[src/rtl/execute_stage_mc.sv]
// EX pipeline stage: operand forwarding, single-cycle ALU and a shift-add multiplier
// that stalls the front end while it iterates. Owns the EX/MEM register.
module execute_stage_mc #(
  parameter int          DATA_W  = 32,
  parameter int          RADDR_W = 5,
  parameter logic [3:0]  CMD_MUL = 4'b1111
) (
  input  logic               clk,
  input  logic               rst,
  input  logic               in_valid,
  input  logic               flush,
  input  logic [3:0]         ctr_ex,
  input  logic [2:0]         ctr_m,
  input  logic [1:0]         ctr_wb,
  input  logic [DATA_W-1:0]  reg1_data,
  input  logic [DATA_W-1:0]  reg2_data,
  input  logic [DATA_W-1:0]  immediate,
  input  logic [RADDR_W-1:0] rs,
  input  logic [RADDR_W-1:0] rt,
  input  logic [RADDR_W-1:0] rd,
  input  logic [3:0]         alu_cmd,
  input  logic [RADDR_W-1:0] ex_write_reg,
  input  logic               ex_regwrite_flag,
  input  logic [RADDR_W-1:0] mem_write_reg,
  input  logic               mem_regwrite_flag,
  input  logic [DATA_W-1:0]  ex_mem_data,
  input  logic [DATA_W-1:0]  mem_wb_data,
  output logic               stall_req,
  output logic [DATA_W-1:0]  reg_alu_out,
  output logic [DATA_W-1:0]  reg_reg2_data,
  output logic [RADDR_W-1:0] reg_write_reg,
  output logic [2:0]         reg_ctr_m,
  output logic [1:0]         reg_ctr_wb,
  output logic               reg_valid
);

  localparam int CNT_W = $clog2(DATA_W);

  localparam logic [3:0] CMD_AND = 4'd0;
  localparam logic [3:0] CMD_OR  = 4'd1;
  localparam logic [3:0] CMD_ADD = 4'd2;
  localparam logic [3:0] CMD_SUB = 4'd6;
  localparam logic [3:0] CMD_SLT = 4'd7;
  localparam logic [3:0] CMD_NOR = 4'd12;

  typedef enum logic {IDLE, BUSY} state_t;
  typedef enum logic [1:0] {FWD_RF, FWD_EX, FWD_MEM} fwd_sel_t;

  state_t               state;
  logic [CNT_W-1:0]     count;
  logic [DATA_W-1:0]    mul_acc;
  logic [DATA_W-1:0]    mul_mcand;
  logic [DATA_W-1:0]    mul_mplier;
  logic [DATA_W-1:0]    mul_b_q;
  logic [RADDR_W-1:0]   mul_dest_q;
  logic [2:0]           mul_ctr_m_q;
  logic [1:0]           mul_ctr_wb_q;

  fwd_sel_t             sel_a;
  fwd_sel_t             sel_b;
  logic [DATA_W-1:0]    op_a;
  logic [DATA_W-1:0]    fwd_b;
  logic [DATA_W-1:0]    op_b;
  logic [DATA_W-1:0]    alu_result;
  logic [DATA_W-1:0]    mul_step_acc;
  logic [RADDR_W-1:0]   dest;
  logic                 is_mul;
  logic                 accept_mul;

  // EX/MEM has priority over MEM/WB because it carries the younger result.
  function automatic fwd_sel_t fwd_select(input logic [RADDR_W-1:0] src);
    if (ex_regwrite_flag && (ex_write_reg != '0) && (ex_write_reg == src))
      return FWD_EX;
    else if (mem_regwrite_flag && (mem_write_reg != '0) && (mem_write_reg == src))
      return FWD_MEM;
    else
      return FWD_RF;
  endfunction

  always_comb begin
    // NOTE: every combinational output gets a default first so no path infers a latch.
    op_a  = reg1_data;
    fwd_b = reg2_data;
    sel_a = fwd_select(rs);
    sel_b = fwd_select(rt);
    case (sel_a)
      FWD_EX:  op_a = ex_mem_data;
      FWD_MEM: op_a = mem_wb_data;
      default: op_a = reg1_data;
    endcase
    case (sel_b)
      FWD_EX:  fwd_b = ex_mem_data;
      FWD_MEM: fwd_b = mem_wb_data;
      default: fwd_b = reg2_data;
    endcase
    op_b = ctr_ex[0] ? immediate : fwd_b;
    dest = ctr_ex[3] ? rd : rt;
  end

  always_comb begin
    alu_result = '0;
    case (alu_cmd)
      CMD_AND: alu_result = op_a & op_b;
      CMD_OR:  alu_result = op_a | op_b;
      CMD_ADD: alu_result = op_a + op_b;
      CMD_SUB: alu_result = op_a - op_b;
      CMD_SLT: alu_result = {{(DATA_W-1){1'b0}}, ($signed(op_a) < $signed(op_b))};
      CMD_NOR: alu_result = ~(op_a | op_b);
      default: alu_result = '0;
    endcase
  end

  assign is_mul       = (alu_cmd == CMD_MUL);
  assign accept_mul   = (state == IDLE) && in_valid && is_mul && !flush;
  assign mul_step_acc = mul_mplier[0] ? (mul_acc + mul_mcand) : mul_acc;

  // Reset is gated in so the hazard unit never sees a stall while the stage is held in reset.
  assign stall_req = !rst && !flush &&
                     (accept_mul || ((state == BUSY) && (count != '0)));

  always_ff @(posedge clk or posedge rst) begin
    if (rst) begin
      state         <= IDLE;
      count         <= '0;
      mul_acc       <= '0;
      mul_mcand     <= '0;
      mul_mplier    <= '0;
      mul_b_q       <= '0;
      mul_dest_q    <= '0;
      mul_ctr_m_q   <= '0;
      mul_ctr_wb_q  <= '0;
      reg_alu_out   <= '0;
      reg_reg2_data <= '0;
      reg_write_reg <= '0;
      reg_ctr_m     <= '0;
      reg_ctr_wb    <= '0;
      reg_valid     <= 1'b0;
    end else begin
      // NOTE: state uses non-blocking assignments so later statements see the pre-edge values.
      reg_alu_out   <= alu_result;
      reg_reg2_data <= fwd_b;
      reg_write_reg <= dest;
      reg_ctr_m     <= '0;
      reg_ctr_wb    <= '0;
      reg_valid     <= 1'b0;

      if (flush) begin
        state <= IDLE;
        count <= '0;
      end else begin
        case (state)
          IDLE: begin
            if (in_valid && is_mul) begin
              mul_acc      <= '0;
              mul_mcand    <= op_a;
              mul_mplier   <= op_b;
              mul_b_q      <= fwd_b;
              mul_dest_q   <= dest;
              mul_ctr_m_q  <= ctr_m;
              mul_ctr_wb_q <= ctr_wb;
              count        <= CNT_W'(DATA_W - 1);
              state        <= BUSY;
            end else if (in_valid) begin
              reg_ctr_m  <= ctr_m;
              reg_ctr_wb <= ctr_wb;
              reg_valid  <= 1'b1;
            end
          end
          BUSY: begin
            mul_acc    <= mul_step_acc;
            mul_mcand  <= mul_mcand << 1;
            mul_mplier <= mul_mplier >> 1;
            count      <= count - 1'b1;
            if (count == '0) begin
              reg_alu_out   <= mul_step_acc;
              reg_reg2_data <= mul_b_q;
              reg_write_reg <= mul_dest_q;
              reg_ctr_m     <= mul_ctr_m_q;
              reg_ctr_wb    <= mul_ctr_wb_q;
              reg_valid     <= 1'b1;
              state         <= IDLE;
            end
          end
          default: state <= IDLE;
        endcase
      end
    end
  end

endmodule

[config.mk]
export PLATFORM = sky130hd
export DESIGN_NAME = execute_stage_mc
export DESIGN_NICKNAME = d
export VERILOG_FILES = /design/src/rtl/execute_stage_mc.sv
export SDC_FILE = /design/constraint.sdc
export NUM_CORES = 1
export LEC_CHECK = 0
export ABC_AREA = 0
export BUFFER_PORTS_ARGS = -buffer_cell sky130_fd_sc_hd__buf_2
export CAP_MARGIN = 20
export CORE_MARGIN = 2
export CORE_UTILIZATION = 55
export CTS_BUF_LIST = sky130_fd_sc_hd__clkbuf_8 sky130_fd_sc_hd__clkbuf_16
export CTS_CLUSTER_SIZE = 16
export DETAILED_ROUTE_END_ITERATION = 8
export PLACE_DENSITY = 0.78
export SYNTH_ARGS = -nofsm -noshare
export SYNTH_HDL_FRONTEND = slang
export SYNTH_SLANG_ARGS = --single-unit
[constraint.sdc]
create_clock -name clk -period 9 [get_ports clk]
set_input_delay 1.8 -clock clk [delete_from_list [all_inputs] [get_ports clk]]
set_output_delay 1.8 -clock clk [all_outputs]
set_load 0.1 [all_outputs]
==> flow_summary_export.csv, run 1 <==
group,metric,value,unit
sta,finClkSkew,0.0147,ns
logic_synthesis,synth_area_leaders,"dfrtp_1 (33%), ha_1 (9.5%), mux2i_1 (7.4%)",
cts,htree_levels,1,
logic_synthesis,synth-main-ff-cell,"dfrtp_1",
logic_synthesis,syn_avg_cell_area,8.21,µm²
sta,hold_violations,0,
floorplan,num_io_pins,280,
logic_synthesis,yosys_warnings,0,
sta,fin_crit_sh,82.4,%
cts,post-cts-setup-buffers,0,
finish,drive_gt1_share,17.6,%
logic_synthesis,syn_area,16800,µm²
sta,timing.setup.tns,0,ns
floorplan,dieHeight,179,µm
place,dp_hpwl,40.1,mm
pwr,pwr_density_cell,180,nW/µm²
sta,slew_headroom,24.2,%
run_status,status,"finished, final reports clean",
drt,dr.pass1.iters,6,
cts,ctsLongestPathBuffers,3,
cts,hold_buffers,0,
cts,cts_tree,"yes",
cts,cts_resized,0,
drt,drc_errors,0,
floorplan,rows,64,
job,cap_violations,0,
drt,wl_per_cell,20.0,µm
drt,drtAntennaViolNets,0,
logic_synthesis,seq_area_frac_synth,32.5,%
drt,vias,16200,
place,postPlaceCellArea,18500,µm²
cts,cts_root_buffer,"clkbuf_16",
setup_path,crit_path_start_kind,"primary input",
logic_synthesis,syn_nets,2387,
global_route,grt_remaining_overflow,0,
setup_path,worstPathRequired,9.37,ns
pwr,p_leak,9.50,nW
cts,clkLatencyLatePin,0.54,ns
logic_synthesis,ys_seq_elements,219,
floorplan,initial_core_util,55.5,%
setup_path,crit_type,"primary input to flip-flop",
cts,numCtsBuffers,25,
global_route,grt_max_degree,98,
cts,cts.sinks,219,
sta,fmax,0.135,GHz
logic_synthesis,yosys.area.top_type,"dfrtp_1",
floorplan,fp.dieW,179,µm
logic_synthesis,yosysTopAreaCellShare,32.5,%
global_route,antenna_found_initial,0,
sta,period_minus_slack,7.41,ns
finish,stdcell_area,19300,µm²
logic_synthesis,ys_types,76,
global_route,grt_usage,33.0,%
sta,worstMarginPinSlew,1.13,ns
finish,syn_to_final_growth,14.4,%
sta,setup_viol,0,
finish,fin_nets,2588,
place,gp_congestion,0.968,
logic_synthesis,netlist_instances,2052,
floorplan,dieArea,32100,µm²
sta,drv_slew,0,
global_route,grt_pass1_vias,15300,
setup_path,cp-end-kind,"flip-flop",
pwr,ir_worst_vdd,126,µV
setup_path,crit_fanout,32,
finish,final_common_cell,"nand2_1",
drt,routed_wirelength,53.3,mm
finish,final_cell_mix,"nand2_1 (301), buf_2 (277), dfrtp_1 (218)",
place,port_buffers,277,
min_path,min_path_type,"flip-flop to flip-flop",
cts,clk_pin_slew,0.06,ns
global_route,grt_pass1_wl,82.7,mm
floorplan,core_area,30300,µm²
sta,rsz0062_at_grt,"no",
logic_synthesis,synth_edf_count,0,
logic_synthesis,ys_async_sr_fraction,100,%
drt,drtIter0Drc,1564,
drt,vias_per_cell,6.09,
setup_path,cp_data_arrival_time,7.79,ns
## routing by layer
metal,global-route usage (%),wire length [µm]
met4,8.84,1210
met1,49.4,24000
met2,49.5,23000
met5,0,0
met3,4.83,5010
## report_power, final
| group | internal (mW) | leakage [nW] | switching (mW) | total, mW |
|---|---|---|---|---|
| logic | 0.423 | 6.27 | 0.786 | 1.21 |
| registers | 1.14 | 2.83 | 0.114 | 1.25 |
| clock network | 0.586 | 0.401 | 0.425 | 1.01 |
| total | 2.15 | 9.50 | 1.33 | 3.47 |
## worst max-delay path: stages
cell	delay, ns
buf_2	0.13
or4_1	0.53
o21ai_0	0.44
nor4_4	0.10
buf_4	0.31
mux2i_1	0.28
o21ai_0	0.19
mux2i_1	0.62
ha_1	0.38
o21bai_1	0.22
o211ai_1	0.16
a311oi_1	0.45
a31oi_1	0.27
o31ai_2	0.56
o211ai_1	0.20
o31ai_1	0.14
xnor2_1	0.11
a221oi_1	0.65
o22ai_1	0.20
## worst paths after layout
kind / slack, ns / cells past startpoint / to / start
max in group asynchronous: 5.85 / 4 / reg_reg2_data[1] / rst
hold / removal: 0.47 / 2 / reg_reg2_data[14] / mul_b_q[14]
setup / recovery: 1.59 / 19 / reg_alu_out[23] / mem_write_reg[1]
hold reg to reg: 0.47 / 2 / reg_reg2_data[14] / mul_b_q[14]
min in group asynchronous: 1.31 / 2 / mul_mcand[5] / rst
setup reg to reg: 5.44 / 8 / reg_alu_out[28] / state
## logic make-up (layout without fill, tap and decap cells)
group	after synthesis	count (layout)	share of synthesized area (%)
AND/OR/NAND/NOR	623	623	15.8
AO/OA/AOI/OAI	613	613	22.6
buffers and inverters	224	442	5.14
flip-flops	219	219	32.5
multiplexers	163	163	9.97
adder cells (fa/ha/maj)	131	131	9.86
XOR/XNOR	79	79	4.11
other	0	2	0
## final cells by class
type                            count  area, µm²
Multi-Input combinational cell   1609      10600
Sequential cell                   219       5480
Antenna cell                        2       5.00
Timing Repair Buffer              298       1540
Tap cell                          396        495
Clock inverter                     13        109
Inverter                          100        379
Clock buffer                       31        708
Fill cell                        2594      11100
## cells in the mapped netlist (all sizes together) (4+ instances only)
library cell and n:
a211o 6, o21bai 15, o31ai 10, a211oi 18, a31oi 11, xor2 23, nor2b 10, o22ai 16
o21ai 215, a221oi 28, o21a 8, or3 4, nand4 10, a221o 12, buf 26, mux2i 124
nor3 19, nor4 9, nand3 27, or4 6, a21o 37, a21oi 160, ha 128, dfrtp 219
nand2b 16, o211ai 10, clkbuf 98, mux2 39, xnor2 56, and2 6, inv 99, o221ai 8
nand2 302, a22o 23, nor2 190, and3 8, a2111oi 5
## through the flow
stage | utilization (%) | setup WS, ns | std cells | power (mW) | hold WS [ns]
finish | 63.5 | 1.59 | 2668 | 3.47 | 0.466
global route | 63.5 | 1.42 | 2666 | 3.66 | 0.491
CTS | 63.5 | 1.81 | 2666 | 3.46 | 0.465
detailed placement | 60.8 | 1.26 | 2622 | 2.45 | 0.455
global placement | 60.8 | 1.34 | 2622 | 2.41 | 0.445
floorplan | - | 1.34 | 2052 | 2.13 | 0.435
No activity file was read; power rests on OpenSTA's default activity.
==> inputs of run 2 (changes only) <==
- CORE_UTILIZATION: 55 -> 53
- PLACE_DENSITY: 0.78 -> 0.79
- clock period: 9 -> 6.2 ns (I/O delays scaled with it)
==> flow_summary_export.csv, run 2 (synthesis results as in run 1) <==
group,metric,value,unit
run_status,status,"finished, final reports clean",
drt,drtIter0Drc,1733,
setup_path,rr_worst_depth,10,
cts,clkLatencyLatePin,0.54,ns
cts,numCtsBuffers,25,
drt,dr.pass1.iters,6,
place,gp_congestion,0.998,
finish,final_cell_mix,"nand2_1 (301), buf_2 (277), dfrtp_1 (218)",
cts,cts_root_buffer,"clkbuf_16",
pwr,combPwrFrac,37.0,%
finish,drive_gt1_share,22.5,%
drt,vias,16900,
floorplan,fp.dieW,182,µm
sta,setup_viol,0,
setup_path,cp_cell_sequence,"buf_2 -> xnor2_1 -> nand3_1 -> nor4_2 -> buf_4 -> buf_4 -> mux2i_1 -> nand2_1 -> o21ai_0 -> inv_1 -> ha_1 -> or4_1 -> o211a_1 -> o41a_1 -> buf_4 -> nor4_1 -> o32ai_1 -> xnor2_1 -> o211ai_1",
cts,clk_pin_slew,0.06,ns
setup_path,crit_top_cell,"buf_4",
sta,slew_headroom,30.0,%
finish,syn_to_final_growth,21.2,%
global_route,grt_remaining_overflow,0,
drt,routed_wirelength,57.2,mm
floorplan,initial_core_util,53.7,%
place,dp_hpwl,43.6,mm
setup_path,crit_path_start_kind,"primary input",
pwr,p_leak,10.2,nW
setup_path,cp-end-kind,"flip-flop",
setup_path,worstPathRequired,6.63,ns
setup_path,crit_slowest_cell,"nor4_2",
min_path,min_delay_path_depth,2,
setup_path,crit_fanout,11,
finish,fillers,2681,
sta,fin_ws,0.265,ns
cts,ctsLongestPathBuffers,3,
cts,post-cts-setup-buffers,0,
drt,drc_errors,0,
sta,timing.setup.tns,0,ns
sta,worstMarginPinSlew,1.05,ns
pwr,swShare,38.4,%
floorplan,dieArea,33200,µm²
place,place_ws,-0.332,ns
floorplan,num_io_pins,280,
place,port_buffers,277,
floorplan,dieHeight,182,µm
cts,cts_tree,"yes",
sta,rsz0062_at_grt,"no",
pwr,intPower,3.17,mW
sta,period_minus_slack,5.94,ns
sta,drv_slew,0,
setup_path,slowest_delay,0.80,ns
sta,fin_crit_sh,95.7,%
drt,wl_per_cell,20.3,µm
pwr,clkPwrFrac,27.8,%
setup_path,cp_data_arrival_time,6.37,ns
sta,finClkSkew,0.0120,ns
cts,hold_buffers,0,
global_route,grt_pass1_vias,16400,
finish,postLayoutCoreUtil,65.0,%
sta,hold_violations,0,
min_path,min_path_type,"flip-flop to flip-flop",
pwr,pwr-share-seq,35.2,%
sta,fmax,0.168,GHz
cts,htree_levels,1,
global_route,grt_pass1_wl,89.3,mm
drt,vias_per_cell,6.02,
global_route,grt_max_degree,145,
floorplan,core_area,31400,µm²
cts,cts_resized,0,
global_route,antenna_found_initial,1,
finish,final_common_cell,"nand2_1",
global_route,grt_usage,34.0,%
finish,fin_nets,2728,
setup_path,crit_type,"primary input to flip-flop",
cts,cts.sinks,219,
job,cap_violations,0,
pwr,ir_worst_vdd,180,µV
pwr,p_sw,1.98,mW
drt,drtAntennaViolNets,0,
pwr,pwr_density_cell,252,nW/µm²
floorplan,rows,65,
run 2: final timing paths:
kind | start | to | slack, ns
worst max-delay path | mem_write_reg[0] | reg_alu_out[30] | 0.26
worst max register to register | state | reg_alu_out[28] | 2.23
max in group asynchronous | rst | reg_reg2_data[31] | 3.71
min in group asynchronous | rst | mul_mcand[1] | 0.99
worst min-delay path | mul_b_q[2] | reg_reg2_data[2] | 0.46
worst min register to register | mul_b_q[2] | reg_reg2_data[2] | 0.46
run 2: cell type report:
type                            count  area (µm²)  share of cell area, %
Timing Repair Buffer              438        2670                   13.1
Multi-Input combinational cell   1609       10600                   51.9
Antenna cell                        1        2.50                 0.0123
Clock buffer                       27         653                   3.20
Tap cell                          402         503                   2.46
Clock inverter                     16         125                  0.613
Sequential cell                   219        5480                   26.9
Inverter                          100         379                   1.86
run 2: power groups by stage:
stage,logic (mW),clock network (mW),registers (mW)
finish,1.91,1.43,1.81
global route,2.07,1.50,1.84
CTS,1.87,1.44,1.81
detailed placement,1.86,0,1.83
global placement,1.81,0,1.82
floorplan,1.08,0,2.01
run 2: worst max-delay path, delay by kind of cell:
kind                       cells  cell delay, ns
xor gates and xnor gates       2            0.30
and+or+nand+nor                5            1.81
AOI/OAI and AO/OA              5            1.33
muxes                          1            0.23
buffers and inverters          5            1.11
adders and majority gates      1            0.34
run 2: layer usage:
metal	GRT usage, %	vias to the layer above	wire [µm]	part of all wire (%)
li1	-	7939	-	-
met1	48.7	8038	25000	44
met2	52.9	845	25000	44
met3	6.65	117	5700	10
met4	8.94	0	1450	2.5
met5	0	-	0	0
run 2: per-stage QoR:
| step | area [µm²] | hold slack, ns | instances | power [mW] |
|---|---|---|---|---|
| final | 20400 | 0.460 | 2812 | 5.15 |
| after global routing | 20400 | 0.486 | 2812 | 5.41 |
| after CTS | 20400 | 0.465 | 2811 | 5.12 |
| after detailed placement | 19600 | 0.452 | 2768 | 3.69 |
| after global placement | 19600 | 0.441 | 2768 | 3.63 |
| after floorplan | 16900 | 0.435 | 2052 | 3.09 |
